File: src/rtl/bus_arbiter.sv
// Registered bus arbiter with fixed-priority or round-robin selection and no preemption.
// Optional owner tenure limit is enabled by defining ARBITER_HOLD_LIMIT_EN.
module bus_arbiter #(
  parameter int NumOfRequesters = 4,
  parameter int MaxHold         = 8,
  localparam int IdW = (NumOfRequesters > 1) ? $clog2(NumOfRequesters) : 1
) (
  input  logic                       CLK,
  input  logic                       RST,
  input  logic [NumOfRequesters-1:0] REQ,
  input  logic                       RR_MODE,
  output logic [NumOfRequesters-1:0] ACCESS,
  output logic [IdW-1:0]             GRANT_ID,
  output logic                       BUSY
);

  typedef logic [NumOfRequesters-1:0] vec_t;

  if (NumOfRequesters < 2 || NumOfRequesters > 16 || MaxHold < 1 || MaxHold > 255) begin : g_bad_params
    $error("bus_arbiter: parameter out of range");
  end

  vec_t           access_q, access_d;
  logic [IdW-1:0] gid_q, gid_d;
  logic [IdW-1:0] ptr_q, ptr_d;
  logic           busy_q, busy_d;

  logic           owner_req, hold_exp, arb_evt;
  vec_t           elig;
  logic           win_vld;
  logic [IdW-1:0] win_idx;
  int             cand;

  assign owner_req = |(REQ & access_q);

`ifdef ARBITER_HOLD_LIMIT_EN
  localparam logic [7:0] HoldMax = 8'(MaxHold);
  logic [7:0] hold_q, hold_d;
  // Limit only bites when someone else is actually waiting.
  assign hold_exp = busy_q && (hold_q == HoldMax) && |(REQ & ~access_q);
`else
  assign hold_exp = 1'b0;
`endif

  assign arb_evt = !busy_q || !owner_req || hold_exp;
  assign elig    = hold_exp ? (REQ & ~access_q) : REQ;

  // Search from ptr in round-robin mode, from 0 in fixed mode.
  always_comb begin
    win_vld = 1'b0;
    win_idx = '0;
    cand    = 0;
    for (int k = 0; k < NumOfRequesters; k++) begin
      cand = RR_MODE ? int'(ptr_q) + k : k;
      if (cand >= NumOfRequesters) cand = cand - NumOfRequesters;
      if (!win_vld && elig[IdW'(cand)]) begin
        win_vld = 1'b1;
        win_idx = IdW'(cand);
      end
    end
  end

  always_comb begin
    access_d = access_q;
    gid_d    = gid_q;
    busy_d   = busy_q;
    ptr_d    = ptr_q;
`ifdef ARBITER_HOLD_LIMIT_EN
    hold_d   = hold_q;
    if (busy_q && hold_q != HoldMax) hold_d = hold_q + 8'd1;
`endif
    if (arb_evt) begin
      access_d = '0;
      busy_d   = win_vld;
      if (win_vld) begin
        access_d[win_idx] = 1'b1;
        gid_d = win_idx;
        ptr_d = (int'(win_idx) == NumOfRequesters - 1) ? '0 : win_idx + IdW'(1);
`ifdef ARBITER_HOLD_LIMIT_EN
        hold_d = 8'd1;
`endif
      end else begin
`ifdef ARBITER_HOLD_LIMIT_EN
        hold_d = 8'd0;
`endif
      end
    end
  end

  always_ff @(posedge CLK) begin
    if (RST) begin
      access_q <= '0;
      gid_q    <= '0;
      busy_q   <= 1'b0;
      ptr_q    <= '0;
`ifdef ARBITER_HOLD_LIMIT_EN
      hold_q   <= 8'd0;
`endif
    end else begin
      access_q <= access_d;
      gid_q    <= gid_d;
      busy_q   <= busy_d;
      ptr_q    <= ptr_d;
`ifdef ARBITER_HOLD_LIMIT_EN
      hold_q   <= hold_d;
`endif
    end
  end

  assign ACCESS   = access_q;
  assign GRANT_ID = gid_q;
  assign BUSY     = busy_q;

endmodule

File: config.mk
export PLATFORM = sky130hd
export DESIGN_NAME = bus_arbiter
export DESIGN_NICKNAME = d
export VERILOG_FILES = /design/src/rtl/bus_arbiter.sv
export SDC_FILE = /design/constraint.sdc
export NUM_CORES = 1
export LEC_CHECK = 0
export BUFFER_PORTS_ARGS = -buffer_cell sky130_fd_sc_hd__buf_2
export CELL_PAD_IN_SITES_DETAIL_PLACEMENT = 0
export CELL_PAD_IN_SITES_GLOBAL_PLACEMENT = 2
export CORE_ASPECT_RATIO = 1.2
export CORE_MARGIN = 2
export CORE_UTILIZATION = 35
export DETAILED_ROUTE_END_ITERATION = 16
export PLACE_DENSITY_LB_ADDON = 0.1
export SLEW_MARGIN = 30
export SYNTH_ARGS = -nofsm -noshare
export SYNTH_HDL_FRONTEND = slang
export SYNTH_SLANG_ARGS = --single-unit
File: constraint.sdc
create_clock -name CLK -period 5.75 [get_ports CLK]
set_input_delay 0.8625 -clock CLK [delete_from_list [all_inputs] [get_ports CLK]]
set_output_delay 0.8625 -clock CLK [all_outputs]
set_load 0.02 [all_outputs]
==> qor.csv <==
stage,metric,value,unit
place,I/O Buffers,13,
detailed_routing,routed wire length,2030,µm
clock_tree,cts hold-fix bufs,0,
synth,largest area contributor in the synthesized netlist,dfxtp_1,
floorplanning,Core Rows,19,
detailed_routing,DRC viols,0,
place,dpl cell area,881,µm²
finish,Fill cells,246,
detailed_routing,number of vias per cell,5.46,
synth,"Primary FF master, synth",dfxtp_1,
detailed_routing,routed vias,748,
sta,slew margin rel.,55.4,%
synth,Yosys warnings,0,
setup_path,Critical Path RT,5.90,ns
synth,sequential fraction of the synthesis area,21.9,%
setup_path,Worst EP arrival,2.69,ns
setup_path,Crit. Startpoint,REQ[3],
clock_tree,cts bufs inserted,3,
power_and_ir_drop,peak supply drop,0.148,mV
floorplanning,Starting Density,36.4,%
setup_path,capturing point of the worst reg2reg path,ACCESS[3],
finish,share of post-route cells with drive strength above 1,26.4,%
floorplanning,Die ar.,0.00275,mm²
global_routing,initial antenna violation count,0,
place,RD Place Congestion,0.774,
global_routing,aggregate global routing overflow,0,
setup_path,R2R setup slack,3.29,ns
setup_path,crit end category,register,
clock_tree,Sink Count,9,
synth,#FFs+latches synth,9,
synth,mean post-synth cell area,8.56,µm²
sta,setup TNS,0,ns
finish,fin util,40.2,%
sta,Slew @ Worst Pin,0.668,ns
global_routing,Total Routing Usage GR,17.2,%
detailed_routing,ANT nets after route,0,
synth,Post-synth EDFFs,0,
setup_path,crit path launch type,input pin,
synth,Area contributors post-synth,"dfxtp_1, ha_1, a2bb2oi_1",
global_routing,vias in the first global route,721,
finish,most frequent cells in the layout,"buf_2, dfxtp_1, nor2_1",
clock_tree,H-tree depth,1,
setup_path,Critical Path End,ACCESS[2],
flow_run,max capacitance violation total,0,
synth,asr flop ratio synth,0,%
sta,Final Cycle Share,44.1,%
floorplanning,core area,0.00226,mm²
power_and_ir_drop,pwr dens,363,mW/mm²
setup_path,r2r startpoint,ptr_q[0],
clock_tree,# Post-CTS Setup Buffers,0,
clock_tree,clock root cell,clkbuf_4,
sta,Clock Skew,0.00266,ns
sta,Max Slew Vio Count,0,
global_routing,largest net degree at the start of global routing,17,
finish,antenna cell count,0,
sta,Max Clk Rate,394,MHz
clock_tree,"Clk Latency, worst-skew pair",0.26,ns
finish,"most common cell after layout, fill and taps aside",buf_2,
detailed_routing,WL per Instance,14.8,µm
detailed_routing,Pre-antenna DRT Iters,4,
floorplanning,Die X-Extent,48.2,µm
detailed_routing,Iteration-0 DRC Markers,14,
finish,count of non-filler cells in the finished layout,137,
sta,final hold viol count,0,
place,Place WS,2.93,ns
sta,Final setup viols,0,
synth,Post-Syn Nets,107,
min_path,Worst Hold Depth,2,
place,dpl hpwl,1540,µm
synth,post-synth top area share,21.9,%
synth,post-synthesis instance area,822,µm²
clock_tree,CTS Buffer Depth,2,
floorplanning,IO Pins,14,
clock_tree,post-CTS resize count,0,
synth,post-synth cell types,41,
sta,"crit path setup slack, layout",3.21,ns
setup_path,Crit Path Class,input pin to register,
setup_path,"Max FO, Critical Path",9,
finish,Area Overhead vs Synth,10.4,%
clock_tree,CTS clock-pin slew for the worst setup and hold paths,0.06,ns
clock_tree,CTS tree,yes,
floorplanning,DIE HEIGHT,57.1,µm
global_routing,first-pass GRT wire length,3410,µm
run_status,status,"complete, no violations",
finish,cell area after layout,907,µm²
sta,Tmin final,2.54,ns
setup_path,depth of the most critical reg-to-reg path,9,
power_and_ir_drop,leakage,0.000387,µW
min_path,hold crit path type,register to register,
sta,RSZ-0062 raised after global routing,false,
synth,cell count after synthesis,96,
finish,# nets final,118,
place,dpl cells,133,
-- routing by layer --
metal | up-vias | global-route usage [%] | wire [µm]
li1 | 381 | - | -
met1 | 356 | 22.8 | 941
met2 | 7 | 26.9 | 1020
met3 | 4 | 0.949 | 29
met4 | 0 | 9.27 | 38
met5 | - | 0 | 0
-- synth_stat cells (all sizes together) (2+ instances only) --
| cell type | n |
|---|---|
| buf | 7 |
| ha | 4 |
| a21oi | 6 |
| a22o | 2 |
| nor2 | 9 |
| nand2b | 3 |
| o21ai | 8 |
| nand4 | 2 |
| o22ai | 2 |
| o211ai | 3 |
| nand2 | 8 |
| nand3 | 4 |
| nand3b | 2 |
| nor3 | 2 |
| dfxtp | 9 |
| a2bb2oi | 4 |
| inv | 4 |
| mux2i | 2 |
| nand4b | 2 |
| or2 | 2 |
-- registers in the layout (all words and copies together), names as in the netlist --
signal,flops
BUSY,1
GRANT_ID,2
ACCESS,4
ptr_q,2
-- stage by stage --
stage,total power (µW),hold WS (ns)
floorplan,248,0.567
global placement,286,0.490
detailed placement,283,0.504
CTS,333,0.523
global route,358,0.535
finish,329,0.514
-- worst max-delay path, cell delays in order --
cell	delay [ns]
buf_2	0.19
and4bb_1	0.25
nor3_2	0.31
a222oi_1	0.18
o21ai_1	0.32
inv_1	0.11
ha_1	0.20
nand2_1	0.06
a2bb2oi_1	0.17
nor2_1	0.05
-- report_power, final --
| part | switching (µW) | internal (µW) | leakage (µW) | total, µW |
|---|---|---|---|---|
| Combinational | 99.2 | 74.1 | 0.000298 | 173 |
| Clock | 21.1 | 26.7 | 0.0000150 | 47.8 |
| Sequential | 29.5 | 78.3 | 0.0000743 | 108 |
-- worst min path at each step --
stage,slack (ns),endpoint,from
floorplan,0.57,GRANT_ID[1],GRANT_ID[1]
global placement,0.49,GRANT_ID[0],GRANT_ID[0]
detailed placement,0.50,GRANT_ID[0],GRANT_ID[0]
CTS,0.52,ACCESS[3],ACCESS[3]
global route,0.54,GRANT_ID[1],GRANT_ID[1]
finish,0.51,ACCESS[0],ACCESS[0]
-- cell type report --
class / count / area, µm² / area share, %
multi-input cells: 76 / 582 / 64.1
inverters: 4 / 15.0 / 1.66
clock buffers: 4 / 26.3 / 2.90
repair buffers: 13 / 65.1 / 7.17
well taps: 31 / 38.8 / 4.28
flip-flops and latches: 9 / 180 / 19.9
-- cells by family (layout without fill, tap and decap cells) --
kind of cell | Yosys count | count (layout) | share of synthesized area [%]
simple gates | 35 | 35 | 25.9
mux | 3 | 3 | 5.33
flops | 9 | 9 | 21.9
compound gates | 34 | 34 | 33.5
buf+inv | 11 | 21 | 7.30
fa+ha+maj | 4 | 4 | 6.09
No activity file was read; power rests on OpenSTA's default activity.
